`config.mk`:
```
export PLATFORM = sky130hd
export DESIGN_NAME = piso_serializer
export DESIGN_NICKNAME = d
export VERILOG_FILES = /design/src/rtl/piso_pkg.sv /design/src/rtl/piso_serializer.sv
export SDC_FILE = /design/constraint.sdc
export NUM_CORES = 1
export LEC_CHECK = 0
export BUFFER_PORTS_ARGS = -buffer_cell sky130_fd_sc_hd__clkbuf_2
export CAP_MARGIN = 5
export CORE_ASPECT_RATIO = 2
export CORE_MARGIN = 2
export CORE_UTILIZATION = 25
export CTS_CLUSTER_DIAMETER = 40
export DETAILED_ROUTE_END_ITERATION = 7
export SLEW_MARGIN = 10
export SYNTH_ARGS = -nofsm -noshare
export SYNTH_HDL_FRONTEND = slang
export SYNTH_SLANG_ARGS = --single-unit
```
`constraint.sdc`:
```
create_clock -name clk -period 3.5 [get_ports clk]
set_clock_uncertainty 0.15 [all_clocks]
set_input_delay 0.35 -clock clk [delete_from_list [all_inputs] [get_ports clk]]
set_output_delay 0.35 -clock clk [all_outputs]
set_load 0.05 [all_outputs]
```
`src/rtl/piso_pkg.sv`:
```
// Shared types and constants for the PISO serializer.
// State encoding is fixed so it can be observed in waveforms or debug taps.
package piso_pkg;

    localparam logic [1:0] ST_IDLE   = 2'd0;
    localparam logic [1:0] ST_SHIFT  = 2'd1;
    localparam logic [1:0] ST_PARITY = 2'd2;

    localparam logic DIR_MSB_FIRST = 1'b0;
    localparam logic DIR_LSB_FIRST = 1'b1;

    typedef enum logic [1:0] {
        IDLE   = ST_IDLE,
        SHIFT  = ST_SHIFT,
        PARITY = ST_PARITY
    } state_t;

endpackage

```
`src/rtl/piso_serializer.sv`:
```
// Parallel-in serial-out transmitter with valid/ready load and shift enable.
// Define PISO_PARITY_EN to append an even-parity bit to every frame.
module piso_serializer
    import piso_pkg::*;
#(
    parameter int MSB = 8
) (
    input  logic           clk,
    input  logic           reset,
    input  logic [MSB-1:0] data_in,
    input  logic           valid_in,
    output logic           ready_out,
    input  logic           dir,
    input  logic           ena,
    output logic           q,
    output logic           busy,
    output logic           done
);

    localparam int CW = $clog2(MSB);

    state_t         state, state_n;
    logic [MSB-1:0] shreg, shreg_n;
    logic [CW-1:0]  cnt, cnt_n;
    logic           dir_q, dir_n;
    logic           done_n;
    logic           last;
    logic           accept;
`ifdef PISO_PARITY_EN
    logic           par_q, par_n;
`endif

    assign last   = (state == SHIFT) && (cnt == CW'(MSB - 1));
    assign busy   = (state != IDLE);
    assign accept = valid_in && ready_out;

`ifdef PISO_PARITY_EN
    assign ready_out = (state == IDLE);
`else
    // Accepting on the final enabled bit makes frames abut with no gap.
    assign ready_out = (state == IDLE) || (last && ena);
`endif

    always_comb begin
        q = 1'b0;
        unique case (1'b1)
            (state == SHIFT):
                q = (dir_q == DIR_LSB_FIRST) ? shreg[0] : shreg[MSB-1];
`ifdef PISO_PARITY_EN
            (state == PARITY):
                q = par_q;
`endif
            default: q = 1'b0;
        endcase
    end

    always_comb begin
        state_n = state;
        shreg_n = shreg;
        cnt_n   = cnt;
        dir_n   = dir_q;
        done_n  = 1'b0;
`ifdef PISO_PARITY_EN
        par_n   = par_q;
`endif
        case (state)
            SHIFT: begin
                if (ena) begin
                    if (dir_q == DIR_LSB_FIRST)
                        shreg_n = shreg >> 1;
                    else
                        shreg_n = shreg << 1;
                    cnt_n = cnt + CW'(1);
                    if (last) begin
                        cnt_n = '0;
`ifdef PISO_PARITY_EN
                        state_n = PARITY;
`else
                        state_n = IDLE;
                        done_n  = 1'b1;
`endif
                    end
                end
            end
            PARITY: begin
`ifdef PISO_PARITY_EN
                if (ena) begin
                    state_n = IDLE;
                    done_n  = 1'b1;
                end
`else
                state_n = IDLE;
`endif
            end
            default: ;
        endcase
        if (accept) begin
            shreg_n = data_in;
            dir_n   = dir;
            cnt_n   = '0;
            state_n = SHIFT;
`ifdef PISO_PARITY_EN
            par_n   = ^data_in;
`endif
        end
    end

    always_ff @(posedge clk) begin
        if (reset) begin
            state <= IDLE;
            shreg <= '0;
            cnt   <= '0;
            dir_q <= DIR_MSB_FIRST;
            done  <= 1'b0;
`ifdef PISO_PARITY_EN
            par_q <= 1'b0;
`endif
        end else begin
            state <= state_n;
            shreg <= shreg_n;
            cnt   <= cnt_n;
            dir_q <= dir_n;
            done  <= done_n;
`ifdef PISO_PARITY_EN
            par_q <= par_n;
`endif
        end
    end

endmodule
```
==> implementation parameters, run 1 <==
Parameter                              Value

Cells and area
  Area growth from synthesis to final layout    17.0%
  Multi-input gate area in the final layout    425 um^2
  Layout cells sized above 1    23.7%
  Total inserted antenna cells    0
  Fill cell instance count of the final layout    316
  Register area    280 um^2
  Net count of the finished layout    113

STA
  # setup viols final    0
  Post-Route Hold Slack    180 ps
  Transition time at the pin with the least slew margin    510 ps
  Final Max Slew Viols    0
  Fmax    415 MHz
  Share of the cycle needed by the critical path after routing    68.9%
  Fin Setup TNS    0 ps
  RSZ-0062 raised after global routing    false
  Worst-case headroom to the max-slew limit    65.8%
  Hold Vio Cnt, Final    0
  Fin crit period    2410 ps

Worst setup path
  Crit path capture type    primary output
  Slack of the worst reg-to-reg path    1320 ps
  Arr. time, crit path    1910 ps
  CP startpoint kind    flip-flop
  Critical path data required time    3000 ps
  Number of cells on the worst reg-to-reg path    6
  Type of the worst setup path    flip-flop to primary output
  Beginning of the worst register-to-register path    cnt[0]
  Max Fanout on Critical Path    11
  End of the worst register-to-register path    shreg[1]

CTS
  Clock buffer count from CTS    3
  Clock tree from TritonCTS    yes
  CTS hold repair buffers    0
  Gates resized, CTS repair    0
  Total setup buffers inserted after CTS    0
  Reg clk slew, reported paths    60 ps
  Maximum number of buffers from clock root to sink    2
  Number of sinks driven by the clock tree    14
  Maximum level of the CTS H-tree    1
  Clk Tree Root Cell    sky130_fd_sc_hd__clkbuf_8
  Worst-skew pair later-pin latency    250 ps

Global route
  Total track usage    11.9%
  Final global-route overflow total    0
  Number of antenna violations at the first check in global routing    0
  Via count of the first global-routing pass    706
  First-pass GRT wire length    3170 um
  Maximum number of pins on one net before global-route repair    17

Placement
  Count of buffers inserted at the top-level ports    16
  Post-DP HPWL    1410 um
  Final GP Congestion    0.767

Job
  Number of max-cap violations    0

Min path
  Hold Crit Endpoint    dir_q
  Startpoint of the tightest hold check path    dir
  Hold/Removal Path Class    input pin to flip-flop
  Number of instances on the worst hold path    3

Synthesis
  Post-synthesis net count    98
  Post-synth cell types    25
  Number of warning messages in the yosys log    0
  Mean post-synth cell area    9.12 um^2
  #FFs+latches synth    14
  Post-synthesis cell count    83
  Cells taking the most area after synthesis    sky130_fd_sc_hd__dfxtp_1 37%, sky130_fd_sc_hd__nor3_1 7.3%, sky130_fd_sc_hd__a221oi_1 6.9%
  Synth top area share    37.0%
  Synth area leader    sky130_fd_sc_hd__dfxtp_1
  Summed instance area of the synthesized netlist    757 um^2
  Sequential-to-total area share from yosys stat    37.0%

Floorplan
  Rows    28
  Initial Util    26.0%
  Placeable core area    2910 um^2
  IO Count    17
  Die H    81.8 um
  Chip Width    42.9 um
  Total die area    3510 um^2

Route
  Router iterations before antenna repair    4
  DRC marker count from the first detailed-route iteration    37
  Total vias in the final route    697
  Via density    5.49
  Routed wire length    1870 um
  DRC violations left    0
  Number of routed nets with antenna violations    0
  Routed wire per std cell    14.7 um

Run status
  Outcome    finished, final reports clean

Power and ir drop
  Peak VDD IR    0.288 mV
  Leakage power    0.000354 uW
  Total power per unit cell area    459 nW/um^2
## kinds of logic after synthesis
family                     Yosys count  synth area share [%]
and+or+nand+nor                     34                  25.1
AOI/OAI and AO/OA                   21                  22.3
DFF                                 14                  37.0
buffers and inverters                8                  6.78
muxes                                4                  5.45
adders and majority gates            2                  3.31
## sequential cells by signal, summed over array words and instances (netlist names)
register  cells
cnt           3
state         1
shreg         8
dir_q         1
done          1
## cell type report
type,count,share of cell area [%]
flip-flops and latches,14,31.6
repair buffers,16,9.04
inverters,2,0.847
well taps,30,4.24
multi-input cells,61,48.0
clock buffers,4,6.21
## stage by stage
| stage | cell area (um^2) | util, % | std cells | setup slack (ps) | total power, uW |
|---|---|---|---|---|---|
| after global routing | 886 | 30.5 | 127 | 976 | 421 |
| final | 886 | 30.5 | 127 | 1090 | 406 |
| after global placement | 831 | 28.6 | 123 | 1400 | 247 |
| after floorplan | 757 | - | 83 | 1540 | 232 |
| after CTS | 886 | 30.5 | 127 | 1080 | 408 |
| after detailed placement | 831 | 28.6 | 123 | 1330 | 248 |
## worst max-delay path by stage
stage / startpoint / to / depth (start not counted)
global placement: cnt[0] / shreg[1] / 6
detailed placement: cnt[0] / shreg[1] / 6
floorplan: state[0] / q / 1
global route: cnt[0] / ready_out / 5
CTS: cnt[0] / ready_out / 5
finish: cnt[0] / ready_out / 5
## metal layers
metal	track usage (%)	part of all wire (%)	vias up	routed length, um
met2	20.8	55	15	1020
met3	1.54	3.2	7	59
met4	8.13	3.3	0	61
li1	-	-	340	-
met5	0	0	-	0
met1	13.0	39	335	725
## worst max-delay path, stage by stage (launching register included)
cell and delay, ps:
sky130_fd_sc_hd__dfxtp_1 330, sky130_fd_sc_hd__ha_1 200, sky130_fd_sc_hd__ha_1 230, sky130_fd_sc_hd__a21boi_2 440
sky130_fd_sc_hd__inv_2 180, sky130_fd_sc_hd__clkbuf_2 280
## where the power goes
part           switching, uW  internal, uW  total (uW)
clock network           62.4          99.8         162
logic                   37.8          26.9        64.7
registers               10.3           169         179
## layout by cell type (no fill, tap or decap)
cell / Yosys / routed
sky130_fd_sc_hd__nor3_1: 11 / 11
sky130_fd_sc_hd__nand2_1: 3 / 3
sky130_fd_sc_hd__inv_2: 1 / 1
sky130_fd_sc_hd__o21bai_1: 2 / 2
sky130_fd_sc_hd__ha_1: 2 / 2
sky130_fd_sc_hd__clkbuf_8: 0 / 4
sky130_fd_sc_hd__inv_1: 1 / 1
sky130_fd_sc_hd__nor2b_1: 7 / 7
sky130_fd_sc_hd__mux2_2: 1 / 1
sky130_fd_sc_hd__o32ai_1: 6 / 6
sky130_fd_sc_hd__mux2i_1: 3 / 3
sky130_fd_sc_hd__nor2_1: 2 / 2
sky130_fd_sc_hd__a21boi_2: 1 / 1
sky130_fd_sc_hd__nor3b_1: 1 / 1
sky130_fd_sc_hd__a221oi_1: 6 / 6
sky130_fd_sc_hd__dfxtp_1: 14 / 14
sky130_fd_sc_hd__a311oi_1: 2 / 2
sky130_fd_sc_hd__clkbuf_2: 0 / 16
sky130_fd_sc_hd__o21ai_0: 1 / 1
sky130_fd_sc_hd__a21oi_1: 3 / 3
sky130_fd_sc_hd__nand3_1: 1 / 1
sky130_fd_sc_hd__and4b_1: 1 / 1
sky130_fd_sc_hd__nand2b_1: 8 / 8
## cell usage after synthesis
cell type / instances
sky130_fd_sc_hd__dfxtp_1: 14
sky130_fd_sc_hd__nor3_1: 11
sky130_fd_sc_hd__nand2b_1: 8
sky130_fd_sc_hd__nor2b_1: 7
sky130_fd_sc_hd__a221oi_1: 6
sky130_fd_sc_hd__o32ai_1: 6
sky130_fd_sc_hd__a21oi_1: 3
sky130_fd_sc_hd__mux2i_1: 3
sky130_fd_sc_hd__nand2_1: 3
sky130_fd_sc_hd__a311oi_1: 2
sky130_fd_sc_hd__buf_2: 2
sky130_fd_sc_hd__buf_6: 2
sky130_fd_sc_hd__ha_1: 2
sky130_fd_sc_hd__nor2_1: 2
sky130_fd_sc_hd__o21bai_1: 2
sky130_fd_sc_hd__a21boi_2: 1
sky130_fd_sc_hd__and4b_1: 1
sky130_fd_sc_hd__buf_4: 1
sky130_fd_sc_hd__clkbuf_1: 1
sky130_fd_sc_hd__inv_1: 1
sky130_fd_sc_hd__inv_2: 1
sky130_fd_sc_hd__mux2_2: 1
sky130_fd_sc_hd__nand3_1: 1
sky130_fd_sc_hd__nor3b_1: 1
sky130_fd_sc_hd__o21ai_0: 1
Power figures use the tool's default switching activity.
==> inputs of run 2 (changes only) <==
==> constraint.sdc (replaced) <==
create_clock -name clk -period 2.1 [get_ports clk]
set_clock_uncertainty 0.15 [all_clocks]
set_input_delay 0.21 -clock clk [delete_from_list [all_inputs] [get_ports clk]]
set_output_delay 0.21 -clock clk [all_outputs]
set_load 0.05 [all_outputs]
==> implementation parameters, run 2 (synthesized netlist as in run 1, its figures left out) <==
Parameter                              Value

Global route
  First-pass GRT wire length    3150 um
  Global routing's busiest layer    met2
  Via count of the first global-routing pass    716
  GR Util met1    11.9%
  Final global-route overflow total    0
  Total track usage    11.9%
  Number of antenna violations at the first check in global routing    0
  GR met3 Demand/Resource    1.54%
  Met2 usage in global routing    21.7%
  Maximum number of pins on one net before global-route repair    17

Worst setup path
  End of the worst register-to-register path    shreg[6]
  CP startpoint kind    flip-flop
  Arr. time, crit path    1520 ps
  Slowest stage delay, CP    320 ps
  Crit path max-delay family    adder cells
  Number of cells on the worst reg-to-reg path    6
  Beginning of the worst register-to-register path    cnt[0]
  Type of the worst setup path    flip-flop to primary output
  Cell breakdown of the critical path    ha_1 -> ha_1 -> a21boi_2 -> inv_2 -> clkbuf_2
  Critical path data required time    1740 ps
  Cell type of the slowest stage on the worst timing path    sky130_fd_sc_hd__dfxtp_1
  Crit path capture type    primary output
  Worst Path Buf+Inv    2
  Dominant cell type by count on the critical path    sky130_fd_sc_hd__ha_1
  Slack of the worst reg-to-reg path    350 ps
  Max Fanout on Critical Path    10

Route
  Total vias in the final route    698
  DRC violations left    0
  Routed wire per std cell    14.7 um
  Routed wire length    1870 um
  DRC marker count from the first detailed-route iteration    27
  Via density    5.50
  Number of routed nets with antenna violations    0
  Router iterations before antenna repair    4

Cells and area
  Multi-input gate area in the final layout    425 um^2
  Final standard cell count with taps included and fillers excluded    127
  Largest register by flop count    shreg
  Post-route cell area    880 um^2
  Most used cells in the layout excluding fill and tap cells    16 x sky130_fd_sc_hd__clkbuf_2, 14 x sky130_fd_sc_hd__dfxtp_1, 11 x sky130_fd_sc_hd__nor3_1, 8 x sky130_fd_sc_hd__nand2b_1, 7 x sky130_fd_sc_hd__nor2b_1
  Area growth from synthesis to final layout    16.2%
  Net count of the finished layout    114
  Leading cell type in the layout, fill and taps excluded    sky130_fd_sc_hd__clkbuf_2
  Fill cell instance count of the final layout    331
  Largest regs    shreg x8, cnt x3
  Total inserted antenna cells    0
  Register area    280 um^2
  Flip-flop count of the largest register after layout    8
  Post-route core utilization    30.2%
  Layout cells sized above 1    23.7%

CTS
  Number of sinks driven by the clock tree    14
  CTS hold repair buffers    0
  Maximum level of the CTS H-tree    1
  Gates resized, CTS repair    0
  Total setup buffers inserted after CTS    0
  Maximum number of buffers from clock root to sink    2
  Clk Tree Root Cell    sky130_fd_sc_hd__clkbuf_8
  Clock tree from TritonCTS    yes
  Clock buffer count from CTS    3
  Worst-skew pair later-pin latency    250 ps
  Reg clk slew, reported paths    60 ps

STA
  # setup viols final    0
  Fin Setup TNS    0 ps
  RSZ-0062 raised after global routing    false
  Fmax    531 MHz
  Transition time at the pin with the least slew margin    477 ps
  Fin crit period    1880 ps
  Worst-case headroom to the max-slew limit    68.2%
  Final Max Slew Viols    0
  Hold Vio Cnt, Final    0
  Share of the cycle needed by the critical path after routing    89.7%

Power and ir drop
  Leakage power    0.000352 uW
  Power, Total    629 uW
  Peak VDD IR    0.499 mV
  Total power per unit cell area    716 nW/um^2

Placement
  Area of placed instances    838 um^2
  Placed Cells incl. Taps    124
  Post-DP HPWL    1410 um
  Count of buffers inserted at the top-level ports    16
  Final GP Congestion    0.763

Run status
  Outcome    finished, final reports clean

Min path
  Hold Crit Endpoint    dir_q
  Startpoint of the tightest hold check path    dir
  Hold/Removal Path Class    input pin to flip-flop
  Number of instances on the worst hold path    3

Floorplan
  Chip Width    42.9 um
  IO Count    17
  Total die area    3510 um^2
  Die H    81.8 um
  Rows    28
  Placeable core area    2910 um^2
  Initial Util    26.0%

Job
  Number of max-cap violations    0
[run 2: cell count changes in the layout (fill, tap and decap cells not counted)]
cell,change
sky130_fd_sc_hd__buf_4,+1
sky130_fd_sc_hd__clkbuf_8,-1
[run 2: how the worst max path moves through the flow]
stage             start         to  slack (ps)  cells after the start
2_1_floorplan  state[0]          q         280                      1
3_3_place_gp     cnt[0]   shreg[6]         380                      6
3_5_place_dp     cnt[0]   shreg[6]         330                      6
4_1_cts          cnt[0]  ready_out         210                      5
5_1_grt          cnt[0]  ready_out         130                      5
6_report         cnt[0]  ready_out         220                      5
[run 2: cell type report]
class / count / share of cell area [%]
Multi-Input combinational cell: 61 / 48.4
Tap cell: 30 / 4.27
Sequential cell: 14 / 31.9
Timing Repair Buffer: 17 / 9.96
Clock buffer: 3 / 4.69
Inverter: 2 / 0.853
[run 2: per-layer routing]
| metal | wire, um | part of all wire, % | vias up |
|---|---|---|---|
| li1 | - | - | 343 |
| met1 | 732 | 39 | 328 |
| met2 | 1010 | 54 | 19 |
| met3 | 59 | 3.2 | 8 |
| met4 | 68 | 3.6 | 0 |
| met5 | 0 | 0 | - |
[run 2: where the power goes]
group | internal [uW] | switching (uW) | leakage [uW] | total [uW]
sequential | 282 | 17.6 | 0.000115 | 300
clock | 127 | 92.9 | 0.0000216 | 220
combinational | 46.5 | 63.5 | 0.000216 | 110
total | 455 | 174 | 0.000352 | 629
[run 2: tightest hold or removal path, delay by kind of cell]
| kind | cells | cell delay [ps] |
|---|---|---|
| buffers and inverters | 1 | 80 |
| AND/OR/NAND/NOR | 1 | 60 |
| AO/OA/AOI/OAI | 1 | 60 |
[run 2: metrics by stage]
stage,worst slack (ps),hold WS [ps]
CTS,212,57.2
floorplan,283,208
global placement,381,323
global route,135,92.0
detailed placement,327,313
finish,217,56.0
